### src/rtl/down_counter_pkg.sv
// Shared counter header for the down counter.
// Holds the terminal-count state encoding, the FSM state type and the
// saturate-at-zero select macro used by the decrement path.
// No ports: this file only provides definitions that the other files import.

`ifndef DC_SAT_ZERO
// Pick the zero value when the counter is already empty, otherwise the
// decremented value. The count never wraps from 0 to all-ones.
`define DC_SAT_ZERO(isZero, zeroVal, nextVal) ((isZero) ? (zeroVal) : (nextVal))
`endif

package down_counter_pkg;

    localparam logic [1:0] DC_IDLE    = 2'b00;
    localparam logic [1:0] DC_RUN     = 2'b01;
    localparam logic [1:0] DC_EXPIRED = 2'b10;

    // 2'b11 is deliberately left out; the FSM recovers from it to IDLE.
    typedef enum logic [1:0] {
        ST_IDLE    = DC_IDLE,
        ST_RUN     = DC_RUN,
        ST_EXPIRED = DC_EXPIRED
    } dc_state_e;

endpackage

### src/rtl/down_counter_adder.sv
// Plain WIDTH-bit adder. The down counter ties b_i to all-ones so that
// sum_o = a_i - 1 modulo 2^WIDTH; the carry-out is not kept.
// Ports:
//   a_i    first operand
//   b_i    second operand
//   sum_o  a_i + b_i truncated to WIDTH bits

module down_counter_adder #(
    parameter int unsigned WIDTH = 4
) (
    input  logic [WIDTH-1:0] a_i,
    input  logic [WIDTH-1:0] b_i,
    output logic [WIDTH-1:0] sum_o
);

    assign sum_o = a_i + b_i;

endmodule

### src/rtl/down_counter_reg.sv
// Generic register with synchronous active-high reset to a fixed value.
// Used for the count register and the 2-bit FSM state register.
// Ports:
//   clk_i  rising-edge clock
//   rst_i  synchronous reset, active-high
//   d_i    next value
//   q_o    registered value

module down_counter_reg #(
    parameter int unsigned  W         = 1,
    parameter logic [W-1:0] RESET_VAL = '0
) (
    input  logic         clk_i,
    input  logic         rst_i,
    input  logic [W-1:0] d_i,
    output logic [W-1:0] q_o
);

    always_ff @(posedge clk_i) begin
        if (rst_i) begin
            q_o <= RESET_VAL;
        end else begin
            q_o <= d_i;
        end
    end

endmodule

### src/rtl/down_counter.sv
// Loadable, saturating down counter with a terminal-count FSM.
// Loaded with a credit/countdown value, decremented once per consumed event,
// it raises a single expire pulse when a decrement takes it from 1 to 0.
// Ports:
//   clk_i       rising-edge clock
//   rst_i       synchronous reset, active-high
//   load_i      write load_val_i into the count and re-arm the FSM
//   load_val_i  value written by load_i
//   dec_i       decrement request
//   ack_i       clears the EXPIRED state
//   count_o     current count (registered)
//   busy_o      state is RUN
//   expired_o   state is EXPIRED
//   expire_o    one-cycle pulse on the first cycle count reads 0 after 1->0
//   dec_err_o   one-cycle pulse: dec_i arrived with count 0 and no load

module down_counter
    import down_counter_pkg::*;
#(
    parameter int unsigned WIDTH     = 4,
    parameter int unsigned RESET_VAL = 0
) (
    input  logic             clk_i,
    input  logic             rst_i,
    input  logic             load_i,
    input  logic [WIDTH-1:0] load_val_i,
    input  logic             dec_i,
    input  logic             ack_i,
    output logic [WIDTH-1:0] count_o,
    output logic             busy_o,
    output logic             expired_o,
    output logic             expire_o,
    output logic             dec_err_o
);

    localparam logic [WIDTH-1:0] RESET_COUNT = WIDTH'(RESET_VAL);
    localparam logic [1:0]       RESET_STATE = (RESET_VAL != 0) ? DC_RUN : DC_IDLE;

    logic [WIDTH-1:0] count_q;
    logic [WIDTH-1:0] count_d;
    logic [WIDTH-1:0] decSum;
    logic [1:0]       stateRaw;
    dc_state_e        state_q;
    dc_state_e        state_d;
    logic             expire_q;
    logic             expire_d;
    logic             decErr_q;
    logic             decErr_d;
    logic             countZero;

    down_counter_reg #(
        .W         (WIDTH),
        .RESET_VAL (RESET_COUNT)
    ) u_count_reg (
        .clk_i (clk_i),
        .rst_i (rst_i),
        .d_i   (count_d),
        .q_o   (count_q)
    );

    down_counter_reg #(
        .W         (2),
        .RESET_VAL (RESET_STATE)
    ) u_state_reg (
        .clk_i (clk_i),
        .rst_i (rst_i),
        .d_i   (state_d),
        .q_o   (stateRaw)
    );

    down_counter_adder #(
        .WIDTH (WIDTH)
    ) u_dec_adder (
        .a_i   (count_q),
        .b_i   ({WIDTH{1'b1}}),
        .sum_o (decSum)
    );

    assign state_q   = dc_state_e'(stateRaw);
    assign countZero = (count_q == '0);

    // Next-state logic. Priority is load > dec > ack (reset is handled in the
    // registers). A zero-count dec reports dec_err but still lets ack clear
    // EXPIRED in the same cycle. The unused 2'b11 encoding drops to IDLE with
    // an empty count.
    always_comb begin
        count_d  = count_q;
        state_d  = state_q;
        expire_d = 1'b0;
        decErr_d = 1'b0;

        if ((state_q != ST_IDLE) && (state_q != ST_RUN) && (state_q != ST_EXPIRED)) begin
            count_d = '0;
            state_d = ST_IDLE;
        end else if (load_i) begin
            count_d = load_val_i;
            state_d = (load_val_i != '0) ? ST_RUN : ST_IDLE;
        end else if (dec_i) begin
            count_d  = `DC_SAT_ZERO(countZero, {WIDTH{1'b0}}, decSum);
            decErr_d = countZero;
            if (countZero) begin
                if (ack_i && (state_q == ST_EXPIRED)) begin
                    state_d = ST_IDLE;
                end
            end else if (count_q == WIDTH'(1)) begin
                state_d  = ST_EXPIRED;
                expire_d = 1'b1;
            end
        end else if (ack_i && (state_q == ST_EXPIRED)) begin
            state_d = ST_IDLE;
        end
    end

    // Pulse registers; reset suppresses anything pending.
    always_ff @(posedge clk_i) begin
        if (rst_i) begin
            expire_q <= 1'b0;
            decErr_q <= 1'b0;
        end else begin
            expire_q <= expire_d;
            decErr_q <= decErr_d;
        end
    end

    assign count_o   = count_q;
    assign busy_o    = (state_q == ST_RUN);
    assign expired_o = (state_q == ST_EXPIRED);
    assign expire_o  = expire_q;
    assign dec_err_o = decErr_q;

endmodule

### config.mk
export PLATFORM = sky130hd
export DESIGN_NAME = down_counter
export DESIGN_NICKNAME = d
export VERILOG_FILES = /design/src/rtl/down_counter_pkg.sv /design/src/rtl/down_counter_adder.sv /design/src/rtl/down_counter_reg.sv /design/src/rtl/down_counter.sv
export SDC_FILE = /design/constraint.sdc
export NUM_CORES = 1
export LEC_CHECK = 0
export ABC_AREA = 1
export BUFFER_PORTS_ARGS = -buffer_cell sky130_fd_sc_hd__buf_2
export CAP_MARGIN = 20
export CORE_AREA = 2 2 39 41
export CTS_CLUSTER_DIAMETER = 100
export DETAILED_ROUTE_END_ITERATION = 6
export DIE_AREA = 0 0 41 43
export PLACE_DENSITY = 0.68
export SYNTH_ARGS = -nofsm -noshare
export SYNTH_HDL_FRONTEND = slang
export SYNTH_SLANG_ARGS = --single-unit
### constraint.sdc
create_clock -name clk_i -period 1.24 [get_ports clk_i]
set_input_delay 0.062 -clock clk_i [delete_from_list [all_inputs] [get_ports clk_i]]
set_output_delay 0.062 -clock clk_i [all_outputs]
set_load 0.005 [all_outputs]
Word level (Yosys, flattened, before mapping). Cells that the tools add are included.

Word-level logic and storage cells: 32. Output and inout bits: 8. Flip-flop bits (word level): 8. Input bits: 9.

Add/sub/neg operators: 1. Muxes and demuxes: 10. Reductions and logical operators: 10. Equality and inequality tests: 6. Bitwise operators: 1.

Operators by type and width (count): two-way mux 4 bit (3); two-way mux 2 bit (5); OR reduction 5 bit (1); adder 4 bit (second input constant) (1); equality test 4 x 1 -> 1 bit (second input constant) (1); zero test 4 bit (1); inequality test 4 x 2 -> 1 bit (second input constant) (1); nonzero test 2 bit (2); nonzero test 4 bit (1); OR reduction 4 bit (1); logical AND 1 bit (3); equality test 2 x 1 -> 1 bit (second input constant) (1); equality test 2 bit (second input constant) (1); two-way mux 1 bit (2); inequality test 2 x 1 -> 1 bit (second input constant) (1); inequality test 2 bit (second input constant) (1); OR reduction 2 bit (1); NOT 1 bit (1).

Logic depth before layout (Yosys ltp). Gate-level depths: netlist (run 1).

Depth after elaboration: 6. Mapped depth: 6. Gate-level depth less buffers: 6.

Hierarchy. Synthesis (run 1) repeated with hierarchy kept, for this count alone.

Cells, all modules: 90. Area, all modules: 556.8 um^2.

By module, submodules not included: down_counter (times used 1, cells an instance 53, seq. area each 40.0 um^2, area an instance 269.0 um^2); down_counter_adder (times used 1, cells an instance 19, seq. area each 0.0 um^2, area an instance 122.6 um^2); down_counter_reg at u_count_reg (times used 1, cells an instance 12, seq. area each 80.1 um^2, area an instance 110.1 um^2); down_counter_reg at u_state_reg (times used 1, cells an instance 6, seq. area each 40.0 um^2, area an instance 55.1 um^2).

Worst setup path after synthesis (run 1). Ideal clock, no wire load.

Kind: flip-flop to flip-flop. Start: reg u_count_reg.q_o[0]. End: reg u_state_reg.q_o[1]. Path buffers: 0. Stages on the path, launching flop included: 7. Setup time: 0.117 ns. Data arrival time: 0.810 ns. Period minus slack after synthesis: 0.927 ns. Slack: 0.313 ns. Required time: 1.123 ns. Path through: dfxtp_1 -> nor2_2 -> nand2_1 -> nand2_1 -> nand2_1 -> nand2_1 -> a21oi_2.

Longest elaborated chain between the ends: 4. Elaborated cells on any way between the ends: 6. Classes of those cells: 2 x eq/ne; 3 x mux; 1 x reduce/logical.

Ends and longest elaborated chain: start, declared (line down_counter_reg.sv:16) `output logic [W-1:0] q_o`; start signal, assigned (line down_counter_reg.sv:23) `q_o <= d_i;`; zero test 4 bit (line down_counter.sv:80) `assign countZero = (count_q == '0);`; two-way mux 2 bit (line down_counter.sv:101) `if (countZero) begin`; two-way mux 2 bit (line down_counter.sv:98) `end else if (dec_i) begin`; two-way mux 2 bit (line down_counter.sv:95) `end else if (load_i) begin`; end signal, assigned (line down_counter_reg.sv:23); end, declared (line down_counter_reg.sv:16).

Several ways; a longest one is shown, not always the timed one. A chain may end at the register's enable or synchronous reset.

Final worst setup path (run 1). Ends and elaborated chain as after synthesis.

==> impl_metrics.tcl, run 1 <==
set metrics [dict create \
    max-cap-violations 0 \
    status "finished clean" \
    skew_ns 0.00447 \
    synthesis.area_um2 447 \
    grt_pass1_vias 438 \
    layout-area-overhead-vs-synth_pct 24.9 \
    first_pass_iters 6 \
    ys_top_cells_by_area "dfxtp_1 (36%), nand2_1 (13%), inv_1 (9.2%)" \
    cts_hold_buf 0 \
    dr.first_iter.drc_count 14 \
    synthesis.instances 69 \
    cts.repair.resized 0 \
    core_area_um2 1380 \
    cts_tree "done" \
    grt_usage_pct 14.3 \
    yosysWarnings 0 \
    hold_path_depth 3 \
    hold_viol_final 0 \
    period_share_pct 84.3 \
    p_total_mw 0.614 \
    critical_path_class "reg2reg" \
    wl_per_cell_um 9.43 \
    ys_async_sr_fraction_pct 0 \
    ys_seq_area_share_pct 35.9 \
    grt_max_degree 10 \
    hpwl_um 803 \
    cts_root_buf "clkbuf_4" \
    netlist_top_cells_count "nand2_1 (16), inv_1 (11), nor2_1 (10)" \
    ios 17 \
    yosysUniqueCellTypes 17 \
    cp_max_fo 7 \
    finalMaxSlewViolations 0 \
    wl_um 971 \
    period_needed_ns 1.05 \
    gr-total-overflow 0 \
    cts_buffer_depth 2 \
    drc 0 \
    cts.clk_slew.worst_paths_ns 0.06 \
    hp-class "in2reg" \
    post_cts_buffers 0 \
    die_w_um 41 \
    synth_edf_count 0 \
    gp_congestion 0.873 \
    power_leakage_nw 0.306 \
    initial_core_util_pct 32.3 \
    post-route-util_pct 40.3 \
    cts_sinks 8 \
    final.fill_count 162 \
    ant_nets 0 \
    synthMostInstantiatedCell "nand2_1" \
    setup_viol 0 \
    hold_slack_ns 0.100 \
    reg2reg_slack_ns 0.19 \
    synth_top_area_share_pct 35.9 \
    fp.dieArea_um2 1760 \
    grt_pass1_wl_um 1680 \
    num_vias 487 \
    cts_buffers 3 \
    htreeDepth 1 \
    relSlewSlack_pct 82.7 \
    insertion_delay_ns 0.25 \
    arrival_ns 1.18 \
    cp.required_ns 1.38 \
    setup_tns_ns 0 \
    fmax_mhz 957 \
    num_antenna_cells 0 \
    ys_ff_latch 8 \
    die_height_um 43 \
    end_kind "flop" \
    grt_antenna_before_repair 0 \
    nNetsFinal 98 \
    drive_gt1_share_pct 29.9 \
    portBuffers 16 \
    rows 14 \
    p_per_area_nw_per_um2 1100 \
    rsz0062_at_grt "no" \
    r2r_cells 6 \
    ys.flop_type "dfxtp_1" \
    syn-num-nets 78 \
    synth_top_area_cell "dfxtp_1" \
    worstMarginPinSlew_ns 0.259 \
    peakVddDrop_uv 425 \
    syn_avg_cell_area_um2 6.47 \
    vias_per_cell 4.73 \
    startpoint_type "flop" \
]
## worst max-delay path: stages (launching register included)
cell and delay (ns):
dfxtp_1 0.38, nor2_2 0.19, nand2_1 0.12, nand2_1 0.08, nand2_1 0.04, nand2_1 0.07
a21oi_2 0.05
## logic make-up after synthesis
logic type / share of synthesized area, %
AO/OA/AOI/OAI: 19.0
buffers and inverters: 12.6
flip-flops: 35.9
AND/OR/NAND/NOR: 32.5
## area by class of cell
class,instances,area (um^2),area share (%)
well taps,16,20.0,3.59
clock buffers,3,22.5,4.04
inverters,12,45.0,8.07
repair buffers,16,80.1,14.3
flip-flops and latches,8,160,28.7
multi-input cells,48,230,41.3
## layout by cell type, fill, tap and decap left out, drive strengths merged
cell type  netlist  routed
nor3             1       1
dfxtp            8       8
and2             1       1
buf              1      16
inv             12      12
nand2           17      17
clkbuf           0       3
a21boi           1       1
nand3            2       2
o21ai            5       5
nor2            12      12
a21oi            9       9
## state kept, by name (all words and copies together) (netlist names)
register and cells:
dec_err_o 1, u_state_reg.q_o 2, u_count_reg.q_o 4, expire_o 1
## per-stage QoR
| step | instance area [um^2] | instances | setup slack [ns] |
|---|---|---|---|
| after CTS | 558 | 103 | 0.188 |
| after global placement | 536 | 100 | 0.208 |
| final | 558 | 103 | 0.195 |
| after detailed placement | 536 | 100 | 0.197 |
| after global routing | 558 | 103 | 0.103 |
| after floorplan | 447 | 69 | 0.313 |
## layer usage
layer,global-route usage (%),wire length [um]
met1,17.4,422
met2,20.0,450
met3,1.57,65
met4,14.0,33
met5,0,0
## path summary, 6_finish.rpt
| kind | endpoint | startpoint |
|---|---|---|
| worst max-delay path | u_state_reg.q_o[1] | u_count_reg.q_o[0] |
| worst min-delay path | u_count_reg.q_o[3] | load_val_i[3] |
| worst max register to register | u_state_reg.q_o[1] | u_count_reg.q_o[0] |
| worst min register to register | u_count_reg.q_o[3] | u_count_reg.q_o[3] |
## report_power, final
| group | internal [mW] | switching [mW] | leakage [nW] | total (mW) |
|---|---|---|---|---|
| logic | 0.0521 | 0.0722 | 0.226 | 0.124 |
| registers | 0.273 | 0.0174 | 0.0658 | 0.291 |
| clock network | 0.111 | 0.0882 | 0.0138 | 0.199 |
| total | 0.436 | 0.178 | 0.306 | 0.614 |
Power figures use the tool's default switching activity.
==> run 2, diff against run 1 <==
- clock period: 1.24 -> 1 ns (I/O delays scaled with it)
==> run 2 against run 1 <==
  * Register-to-register slack got worse by 0.15 ns
  * First-iteration DRC count shrank 7.1%
  * Sequential share of layout area down 0.92 points
  * Clock-buffer cell count unchanged
==> impl_metrics.tcl, run 2 (same netlist as run 1, synthesis figures left out) <==
set metrics [dict create \
    status "finished clean" \
    reg2reg_from "u_count_reg.q_o[0]" \
    gr-total-overflow 0 \
    min-delay-start "load_val_i[3]" \
    drc 0 \
    startpoint_type "flop" \
    register_area_um2 163 \
    num_antenna_cells 0 \
    final.fill_count 143 \
    dr.first_iter.drc_count 13 \
    worstHoldEndpoint "u_count_reg.q_o[3]" \
    setup_viol 0 \
    drive_gt1_share_pct 37.1 \
    post-route-util_pct 42.3 \
    r2r-end "u_state_reg.q_o[1]" \
    dp_slack_ns -0.0194 \
    hold_path_depth 3 \
    p_sw_mw 0.246 \
    skew_ns 0.00958 \
    htreeDepth 1 \
    period_share_pct 96.0 \
    largest_register_ffs 4 \
    wl_um 1060 \
    hold_slack_ns 0.0768 \
    cts_sinks 8 \
    die_height_um 43 \
    rows 14 \
    gp_congestion 0.839 \
    multiInputGateArea_um2 240 \
    regMostFlops "u_count_reg.q_o" \
    grt_pass1_wl_um 1720 \
    final_cell_mix "nand2_1 (16), buf_2 (16), inv_1 (10)" \
    comb_power_share_pct 21.6 \
    cts_buffers 3 \
    first_pass_iters 4 \
    cts_hold_buf 0 \
    fin_ws_ns 0.0400 \
    fmax_mhz 1040 \
    hp-class "in2reg" \
    grt_max_degree 10 \
    rsz0062_at_grt "yes" \
    post_cts_buffers 0 \
    cp.required_ns 1.15 \
    nNetsFinal 100 \
    die_w_um 41 \
    hold_viol_final 0 \
    portBuffers 16 \
    initial_core_util_pct 32.3 \
    hpwl_um 814 \
    use_met2_pct 20.3 \
    power.internal_mw 0.554 \
    cts_tree "done" \
    grt_pass1_vias 439 \
    ant_nets 0 \
    layout-area-overhead-vs-synth_pct 31.1 \
    ios 17 \
    r2r_cells 6 \
    cp_max_fo 7 \
    peakVddDrop_uv 472 \
    worstMarginPinSlew_ns 0.214 \
    fp.dieArea_um2 1760 \
    num_vias 475 \
    arrival_ns 1.11 \
    top_usage_layer "met2" \
    end_kind "flop" \
    cts_buffer_depth 2 \
    vias_per_cell 4.52 \
    power_leakage_nw 0.318 \
    power_frac_clock_pct 33.1 \
    insertion_delay_ns 0.26 \
    max-cap-violations 0 \
    p_per_area_nw_per_um2 1370 \
    critical_path_class "reg2reg" \
    grt_usage_pct 14.4 \
    pwr-share-seq_pct 45.3 \
    power.share.switching_pct 30.8 \
    finalMaxSlewViolations 0 \
    cts_root_buf "clkbuf_4" \
    grt_antenna_before_repair 0 \
    core_area_um2 1380 \
    p_total_mw 0.800 \
    reg2reg_slack_ns 0.04 \
    grt_use_met3_pct 1.57 \
    met1_usage_pct 19.3 \
    relSlewSlack_pct 85.6 \
    setup_tns_ns 0 \
    cts.clk_slew.worst_paths_ns 0.07 \
    wl_per_cell_um 10.0 \
    period_needed_ns 0.960 \
    top_regs "u_count_reg.q_o (4), u_state_reg.q_o (2)" \
]
[run 2: cell types whose count changed in the layout (fill, tap and decap cells not counted), moves of 2 or more]
cell     delta
buf_4       +2
dfxtp_1     -2
dfxtp_2     +2
nor2_1      -2
[run 2: worst max-delay path: stages (launching register included)]
cell     delay [ns]
dfxtp_2        0.36
nor2_4         0.13
nand2_1        0.11
nand2_1        0.07
nand2_1        0.04
nand2_1        0.08
a21oi_2        0.05
[run 2: repair_timing]
action,in CTS,in global routing
gates resized for setup,1,6
endpoints found under the setup margin,2,7
pin swaps,1,1
cloned,0,0
[run 2: metrics by stage]
stage	area, um^2	std cells
6_report	586	105
5_1_grt	586	105
4_1_cts	574	105
3_5_place_dp	551	102
3_3_place_gp	551	102
2_1_floorplan	447	69
[run 2: cell type report]
type	count	share of cell area [%]
Tap cell	16	3.42
Sequential cell	8	27.8
Inverter	12	7.69
Multi-Input combinational cell	48	41.0
Clock buffer	3	3.85
Timing Repair Buffer	18	16.2
[run 2: how the worst max path moves through the flow]
stage,from,to,slack [ns],cells after the start
6_report,u_count_reg.q_o[0],u_state_reg.q_o[1],0.04,6
5_1_grt,u_count_reg.q_o[3],u_state_reg.q_o[0],-0.02,4
4_1_cts,u_state_reg.q_o[1],u_state_reg.q_o[0],0.006,5
3_5_place_dp,u_count_reg.q_o[0],u_state_reg.q_o[1],-0.02,6
3_3_place_gp,u_count_reg.q_o[0],u_count_reg.q_o[3],-0.04,4
2_1_floorplan,u_count_reg.q_o[0],u_state_reg.q_o[1],0.07,6
[run 2: power groups by stage]
| stage | logic [mW] | registers (mW) | clock network [mW] |
|---|---|---|---|
| 4_1_cts | 0.167 | 0.358 | 0.264 |
| 2_1_floorplan | 0.103 | 0.365 | 0 |
| 3_3_place_gp | 0.166 | 0.364 | 0 |
| 5_1_grt | 0.194 | 0.365 | 0.281 |
| 6_report | 0.173 | 0.362 | 0.265 |
| 3_5_place_dp | 0.166 | 0.365 | 0 |
[run 2: metal layers]
| metal | part of all wire, % | up-vias |
|---|---|---|
| li1 | - | 255 |
| met1 | 49 | 203 |
| met2 | 46 | 15 |
| met3 | 4.0 | 2 |
| met4 | 1.6 | 0 |
| met5 | 0 | - |
==> run 3, diff against run 2 <==
- clock period: 1 -> 1.1 ns (I/O delays scaled with it)
==> run 3 against run 2 <==
  * Via count is 2.1% higher
  * Utilization down 2.0 points
  * Non-clock buffer count fell by 2
  * Worst setup slack better by 0.035 ns
  * Register-to-register slack better by 0.03 ns
  * Highest routed layer unchanged
==> impl_metrics.tcl, run 3 (same netlist as run 1, synthesis figures left out) <==
set metrics [dict create \
    status "finished clean" \
    grt_usage_pct 14.4 \
    period_share_pct 93.2 \
    p_sw_mw 0.206 \
    die_w_um 41 \
    top_regs "u_count_reg.q_o (4), u_state_reg.q_o (2)" \
    layout-area-overhead-vs-synth_pct 24.9 \
    rsz0062_at_grt "no" \
    setup_tns_ns 0 \
    dr.max_layer_used "met4" \
    ios 17 \
    wl_met3_um 58 \
    die_height_um 43 \
    skew_ns 0.000642 \
    m1WireLength_um 448 \
    wl_um 1020 \
    wl_per_cell_um 9.87 \
    comb_power_share_pct 20.2 \
    cts_root_buf "clkbuf_4" \
    regMostFlops "u_count_reg.q_o" \
    power_frac_clock_pct 32.8 \
    gp_congestion 0.889 \
    slowest_delay_ns 0.46 \
    fmax_mhz 975 \
    end_kind "flop" \
    power_leakage_nw 0.305 \
    dr.first_iter.drc_count 13 \
    gr-total-overflow 0 \
    cts_buffer_depth 2 \
    setup_viol 0 \
    hold_slack_ns 0.0783 \
    cts_tree "done" \
    critical_path_class "reg2reg" \
    cts_buffers 3 \
    drc 0 \
    crit_family "flip-flops" \
    cp_max_fo 7 \
    cts.clk_slew.worst_paths_ns 0.06 \
    wl_met2_um 491 \
    cp_slowest_cell "dfxtp_1" \
    initial_core_util_pct 32.3 \
    grt_pass1_vias 441 \
    fp.dieArea_um2 1760 \
    crit_top_cell "nand2_1" \
    cts_sinks 8 \
    path_buf_inv 0 \
    pwr-share-seq_pct 47.0 \
    power.share.switching_pct 29.5 \
    rows 14 \
    core_area_um2 1380 \
    first_pass_iters 4 \
    insertion_delay_ns 0.25 \
    final.fill_count 160 \
    arrival_ns 1.22 \
    relSlewSlack_pct 83.1 \
    cp.required_ns 1.29 \
    vias_per_cell 4.71 \
    hpwl_um 808 \
    worstMarginPinSlew_ns 0.254 \
    hp-class "in2reg" \
    htreeDepth 1 \
    max-cap-violations 0 \
    finalMaxSlewViolations 0 \
    startpoint_type "flop" \
    nNetsFinal 98 \
    grt_antenna_before_repair 0 \
    ant_nets 0 \
    grt_max_degree 10 \
    portBuffers 16 \
    power.internal_mw 0.492 \
    worstPathCellList "nor2_2 -> nand2_1 -> nand2_1 -> nand2_1 -> nand2_1 -> a21oi_2" \
    final_cell_mix "nand2_1 (16), buf_2 (16), inv_1 (10), nor2_1 (10)" \
    drive_gt1_share_pct 31.0 \
    p_per_area_nw_per_um2 1250 \
    num_vias 485 \
    peakVddDrop_uv 413 \
    num_antenna_cells 0 \
    grt_pass1_wl_um 1640 \
    period_needed_ns 1.03 \
    largest_register_ffs 4 \
    hold_viol_final 0 \
]
[run 3: path summary, 6_finish.rpt]
path	from	to	slack (ns)	cells past startpoint
setup / recovery	u_count_reg.q_o[0]	u_state_reg.q_o[1]	0.07	6
setup reg to reg	u_count_reg.q_o[0]	u_state_reg.q_o[1]	0.07	6
hold / removal	load_val_i[3]	u_count_reg.q_o[3]	0.08	3
hold reg to reg	u_count_reg.q_o[3]	u_count_reg.q_o[3]	0.51	2
[run 3: metal layers]
| metal | global-route usage (%) | up-vias |
|---|---|---|
| li1 | - | 252 |
| met1 | 15.8 | 216 |
| met2 | 20.6 | 15 |
| met3 | 5.24 | 2 |
| met4 | 12.0 | 0 |
| met5 | 0 | - |
[run 3: layout make-up]
type	instances	area (um^2)	share of cell area [%]
repair buffers	16	80.1	14.3
clock buffers	3	22.5	4.04
well taps	16	20.0	3.59
inverters	12	45.0	8.07
multi-input cells	48	230	41.3
flip-flops and latches	8	160	28.7
[run 3: worst min-delay path, stage by stage]
cell     delay (ns)
buf_2          0.08
o21ai_0        0.06
a21oi_1        0.10
[run 3: power by group through the flow]
stage	Clock (mW)	Combinational [mW]	Sequential (mW)
after floorplan	0	0.0937	0.332
after detailed placement	0	0.140	0.334
after CTS	0.244	0.141	0.328
final	0.229	0.141	0.328
after global routing	0.255	0.160	0.330
after global placement	0	0.139	0.334
[run 3: per-stage QoR]
stage          instance area [um^2]  power [mW]  utilization (%)  cells  setup slack, ns
2_1_floorplan                   447       0.425                -     69            0.173
3_3_place_gp                    536       0.473             38.7    100           0.0790
3_5_place_dp                    536       0.475             38.7    100           0.0833
4_1_cts                         558       0.712             40.3    103           0.0718
5_1_grt                         558       0.744             40.3    103          0.00109
6_report                        558       0.699             40.3    103           0.0748
[run 3: what timing repair did]
action / in CTS / in global routing
hold buffers: 0 / 0
gates resized for setup: 0 / 1
setup buffers: 0 / 0
setup endpoints to repair: 0 / 1
